`src/rtl/binary_sq_3bit_reg_if.sv`:
```
// Operand/result bundle for the registered 3-bit squarer.
//   a, b, c   : operand bits, x = 4a + 2b + c
//   in_valid  : operand qualifier
//   p         : registered square of x (0..49)
//   out_valid : p holds the result of an accepted operand
// master drives the operand side, slave (the squarer) drives the result side.
interface binary_sq_3bit_reg_if;
  logic       a;
  logic       b;
  logic       c;
  logic       in_valid;
  logic [5:0] p;
  logic       out_valid;

  modport master (
    output a, b, c, in_valid,
    input  p, out_valid
  );

  modport slave (
    input  a, b, c, in_valid,
    output p, out_valid
  );
endinterface

```
`src/rtl/binary_sq_3bit_reg.sv`:
```
// Registered 3-bit unsigned squarer: p <= (4a+2b+c)^2 one clock after an
// accepted operand, with a valid qualifier carried alongside.
// Ports:
//   clk : rising-edge clock
//   rst : synchronous, active-high reset (wins over in_valid)
//   bus : slave side of binary_sq_3bit_reg_if (a, b, c, in_valid in;
//         p, out_valid out, both straight from flops)
module binary_sq_3bit_reg (
  input  logic                 clk,
  input  logic                 rst,
  binary_sq_3bit_reg_if.slave  bus
);

  logic [5:0] sq;
  logic [5:0] p_q;
  logic       out_valid_q;

  // Sum-of-products square; bit 1 is always zero because a square is
  // never congruent to 2 or 3 modulo 4.
  always_comb begin
    sq    = 6'd0;
    sq[0] = bus.c;
    sq[1] = 1'b0;
    sq[2] = bus.b & ~bus.c;
    sq[3] = bus.c & (bus.a ^ bus.b);
    sq[4] = bus.a & (~bus.b | bus.c);
    sq[5] = bus.a & bus.b;
  end

  // p only loads on an accepted operand, so operand bits are don't-care
  // while in_valid is low.
  always_ff @(posedge clk) begin
    if (rst) begin
      p_q         <= 6'd0;
      out_valid_q <= 1'b0;
    end else if (bus.in_valid) begin
      p_q         <= sq;
      out_valid_q <= 1'b1;
    end else begin
      out_valid_q <= 1'b0;
    end
  end

  assign bus.p         = p_q;
  assign bus.out_valid = out_valid_q;

endmodule

```
`src/flat_wrapper.sv`:
```
// flat-port wrapper written by rule: the top's interface ports become plain ports
module binary_sq_3bit_reg_flat 
  (clk, rst, bus_a, bus_b, bus_c, bus_in_valid, bus_p, bus_out_valid);
  binary_sq_3bit_reg_if bus_i ();
  input  logic clk;
  input  logic rst;
  input wire logic [$bits(bus_i.a)-1:0] bus_a;
  input wire logic [$bits(bus_i.b)-1:0] bus_b;
  input wire logic [$bits(bus_i.c)-1:0] bus_c;
  input wire logic [$bits(bus_i.in_valid)-1:0] bus_in_valid;
  output wire logic [$bits(bus_i.p)-1:0] bus_p;
  output wire logic [$bits(bus_i.out_valid)-1:0] bus_out_valid;
  assign bus_i.a = bus_a;
  assign bus_i.b = bus_b;
  assign bus_i.c = bus_c;
  assign bus_i.in_valid = bus_in_valid;
  assign bus_p = bus_i.p;
  assign bus_out_valid = bus_i.out_valid;
  binary_sq_3bit_reg u_core (.clk(clk), .rst(rst), .bus(bus_i));
endmodule
```
`config.mk`:
```
export PLATFORM = sky130hd
export DESIGN_NAME = binary_sq_3bit_reg_flat
export DESIGN_NICKNAME = d
export VERILOG_FILES = /design/src/rtl/binary_sq_3bit_reg_if.sv /design/src/rtl/binary_sq_3bit_reg.sv /design/src/flat_wrapper.sv
export SDC_FILE = /design/constraint.sdc
export NUM_CORES = 1
export LEC_CHECK = 0
export CAP_MARGIN = 5
export CELL_PAD_IN_SITES_DETAIL_PLACEMENT = 0
export CELL_PAD_IN_SITES_GLOBAL_PLACEMENT = 1
export CORE_AREA = 2 2 39 41
export CTS_CLUSTER_SIZE = 30
export DETAILED_ROUTE_END_ITERATION = 8
export DIE_AREA = 0 0 41 43
export PLACE_DENSITY = 0.56
export SYNTH_ARGS = -nofsm -noshare
export SYNTH_HDL_FRONTEND = slang
export SYNTH_SLANG_ARGS = --single-unit
```
`constraint.sdc`:
```
create_clock -name clk -period 0.9 [get_ports clk]
set_clock_uncertainty 0.1 [all_clocks]
set_input_delay 0.135 -clock clk [delete_from_list [all_inputs] [get_ports clk]]
set_output_delay 0.135 -clock clk [all_outputs]
set_load 0.02 [all_outputs]
```
Yosys cells after proc, flatten, opt, wreduce, memory -nomap -nowiden
Index checks and enable logic that the tools add are counted.
{"block": "totals", "regBits": 6, "out_inout_bits": 7, "input_bits": 6, "wordCells": 11}
{"block": "op_classes", "bitwise_logic": 8, "mux": 1}
{"cell": "$and 1x1->1", "count": 4}
{"cell": "$not 1->1", "count": 2}
{"cell": "$mux 1", "count": 1}
{"cell": "$or 1x1->1", "count": 1}
{"cell": "$xor 1x1->1", "count": 1}

Logic depth before layout (Yosys ltp)
{"block": "depth", "depth_word": 3, "ltp_mapped": 3, "mapped_depth_nobuf": 3}

Least setup slack after synthesis
No wires, ideal clock.
{"block": "synth_timing", "kind": "reg-to-reg", "start": "register u_core.bus.p[2] (netlist name)", "end": "register u_core.p_q[2], in the netlist u_core.bus.p[2]", "setup_ns": 0.066, "path_stages_with_launch": 3, "path_buffers": 0, "period_less_slack_ns": 0.805, "t_arrival_ns": 0.639, "setup_slack_ns": 0.095, "t_required_ns": 0.734, "path_cell_list": "dfxtp_1 -> nand2b_4 -> a21oi_2"}
{"element": "end signal, assigned", "line": "binary_sq_3bit_reg.sv:37", "rtl": "p_q <= sq;"}
{"element": "end, declared", "line": "binary_sq_3bit_reg.sv:15", "rtl": "logic [5:0] p_q;"}

Worst setup path after layout
{"block": "layout_timing", "start": "register u_core.p_q[0], in the netlist u_core.bus.p[0]", "end": "output port bus_p[0]"}
{"element": "end, declared", "line": "flat_wrapper.sv:11", "rtl": "output wire logic [$bits(bus_i.p)-1:0] bus_p;"}
No word-level cell between the ends.

==> summary.md <==
| Metric | Value |
|---|---|
| Cell count after synthesis | `25` |
| Std cell rows | `14` |
| CTS root buf | `clkbuf_4` |
| Worst EP required | `0.66 ns` |
| Placed Cells | `54` |
| DRT Pass-1 Iters | `2` |
| Wirelength per Cell | `9.07 um` |
| Initial antenna violation count | `0` |
| RePlAce Congestion | `0.708` |
| Layout area overhead | `68.3%` |
| Synthesized area | `280 um^2` |
| M1 wire length | `224 um` |
| Filler cell count | `152` |
| Vias in the first global route | `229` |
| Hold-fix buffers, CTS | `0` |
| Core area | `0.00138 mm^2` |
| Sink Count | `6` |
| CP endpoint kind | `output pin` |
| Overall routed net length | `526 um` |
| Port bufs | `11` |
| H-tree depth | `1` |
| Syn Nets | `32` |
| Endpoints failing setup | `6` |
| Cell Pwr Density | `1410 mW/mm^2` |
| Buffers and inverters on the worst path | `1` |
| Detail Route Antenna Nets | `0` |
| Global-route wire length before repair | `910 um` |
| Final hold violations | `0` |
| Unique masters post-synth | `13` |
| Maximum operating frequency | `1100 MHz` |
| Number of buffers created by CTS | `3` |
| Clock Pin Slew Worst Setup and Hold Paths | `0.04 ns` |
| Crit-path max cell delay | `0.32 ns` |
| Critical-path top delay cell | `dfxtp_2` |
| RSZ-0062 raised after global routing | `true` |
| Fin worst setup slack | `-0.0123 ns` |
| Hold Path Class | `input port to flip-flop` |
| Final instance area | `472 um^2` |
| Synth Warn # | `0` |
| Static leakage | `0.213 nW` |
| Part of the cycle the worst path needs | `101%` |
| Top Layer Used | `met3` |
| Die ar. | `0.00176 mm^2` |
| Post-synthesis register bit count | `6` |
| Maxcap violations | `0` |
| Fin crit period | `0.912 ns` |
| Kind of critical path | `flip-flop to output pin` |
| Share of cells above drive strength 1 | `64.3%` |
| Routed wl met3 | `41 um` |
| 1st-iter DRT viols | `2` |
| All-Layer GR Usage | `8.14%` |
| Clk buf depth | `2` |
| Remaining DRCs | `0` |
| Clock insertion delay at the later pin of the skew report | `0.24 ns` |
| Via density | `3.90` |
| Critical path arrival | `0.68 ns` |
| Met2 WL | `260 um` |
| Status | `complete, but fails checks` |
| Chip width | `41 um` |
| Initial Utilization | `20.3%` |
| Family with the most delay on the worst path | `flip-flops` |
| Post-DP Area | `422 um^2` |
| Syn Area/Cell | `11.2 um^2` |
| Fin nets | `51` |
| Peak VDD IR | `0.000550 V` |
| Slew Limit Fails | `0` |
| Via Count | `226` |
| Total Power | `663 uW` |
| Boundary pin count | `13` |
| Post-DP HPWL | `402 um` |
| Chip Height | `43 um` |
| Commonest non-fill, non-tap cell in the layout | `buf_6` |
| Worst-path cell chain | `buf_6` |
| Reg-to-reg slack, setup | `0.03 ns` |
| # diodes | `0` |
| Fin cells | `58` |
| Crit path max fanout | `2` |
| Largest net degree at the start of global routing | `10` |
| Failing checks | `negative setup slack` |
| Sequential area share after synthesis | `42.9%` |
| Commonest non-fill, non-tap cells in the layout | `buf_6 (7), dfxtp_2 (6), buf_4 (4)` |
| GR Overflow Total | `0` |
| CTS tree | `done` |
| Setup crit start kind | `flip-flop` |
routing by layer:
metal / GRT usage [%] / vias up
met4: 8.00 / 0
met2: 10.3 / 8
li1: - / 116
met1: 9.68 / 102
met3: 3.14 / 0
met5: 0 / -
synth_stat cells:
| cell | count | area share (%) |
|---|---|---|
| a21oi_2 | 3 | 9.4 |
| buf_4 | 1 | 2.7 |
| buf_6 | 1 | 4.0 |
| conb_1 | 1 | 1.3 |
| dfxtp_1 | 6 | 43 |
| ha_1 | 1 | 4.5 |
| mux2i_1 | 2 | 7.1 |
| nand2b_1 | 1 | 2.2 |
| nand2b_4 | 3 | 15 |
| nand3_1 | 2 | 3.6 |
| nand3b_1 | 1 | 2.7 |
| nor2_1 | 2 | 2.7 |
| nor2b_1 | 1 | 2.2 |
kinds of logic (layout without fill, tap and decap cells):
group | count (synthesis) | after routing | share of synthesized area [%]
other | 1 | 1 | 1.34
multiplexers | 2 | 2 | 7.14
flip-flops | 6 | 6 | 42.9
adder cells (fa/ha/maj) | 1 | 1 | 4.46
AND/OR/NAND/NOR | 10 | 10 | 28.1
buffers and inverters | 2 | 19 | 6.70
AO/OA/AOI/OAI | 3 | 3 | 9.38
timing repair:
action / 4_1_cts / 5_1_grt
setup buffers: 0 / 1
gates resized for setup: 47 / 2
setup endpoints to repair: 11 / 7
gates cloned: 0 / 0
pin swaps: 2 / 0
registers in the layout, summed over array words and instances, names as in the netlist:
register and cells:
u_core.bus.p 5, u_core.bus.out_valid 1
cell type report:
type | count | area (um^2) | area share [%]
Clock buffer | 3 | 22.5 | 4.77
Tap cell | 16 | 20.0 | 4.24
Multi-Input combinational cell | 17 | 146 | 31.0
Sequential cell | 6 | 128 | 27.1
Timing Repair Buffer | 16 | 155 | 32.9
worst paths after layout:
check | start | to | cells after the start
max | u_core.bus.p[0] | bus_p[0] | 1
min | bus_a | u_core.bus.p[4] | 3
max reg2reg | u_core.bus.p[3] | u_core.bus.p[3] | 4
min reg2reg | u_core.bus.p[0] | u_core.bus.p[0] | 2
where the power goes:
| part | switching (mW) | internal [mW] | total [mW] |
|---|---|---|---|
| sequential | 0.00785 | 0.282 | 0.290 |
| clock | 0.0906 | 0.150 | 0.241 |
| combinational | 0.0583 | 0.0738 | 0.132 |
| total | 0.157 | 0.506 | 0.663 |
metrics by stage:
step,TNS (ns),utilization [%],setup WS (ns),hold WS [ns]
6_report,-0.0539,34.1,-0.0123,0.231
5_1_grt,-0.210,34.1,-0.0496,0.244
4_1_cts,-0.145,33.2,-0.0279,0.224
3_5_place_dp,-3.61,30.5,-0.417,0.387
3_3_place_gp,-3.56,30.5,-0.400,0.380
2_1_floorplan,0,-,0.0946,0.0974
(Power assumes the default switching activity.)
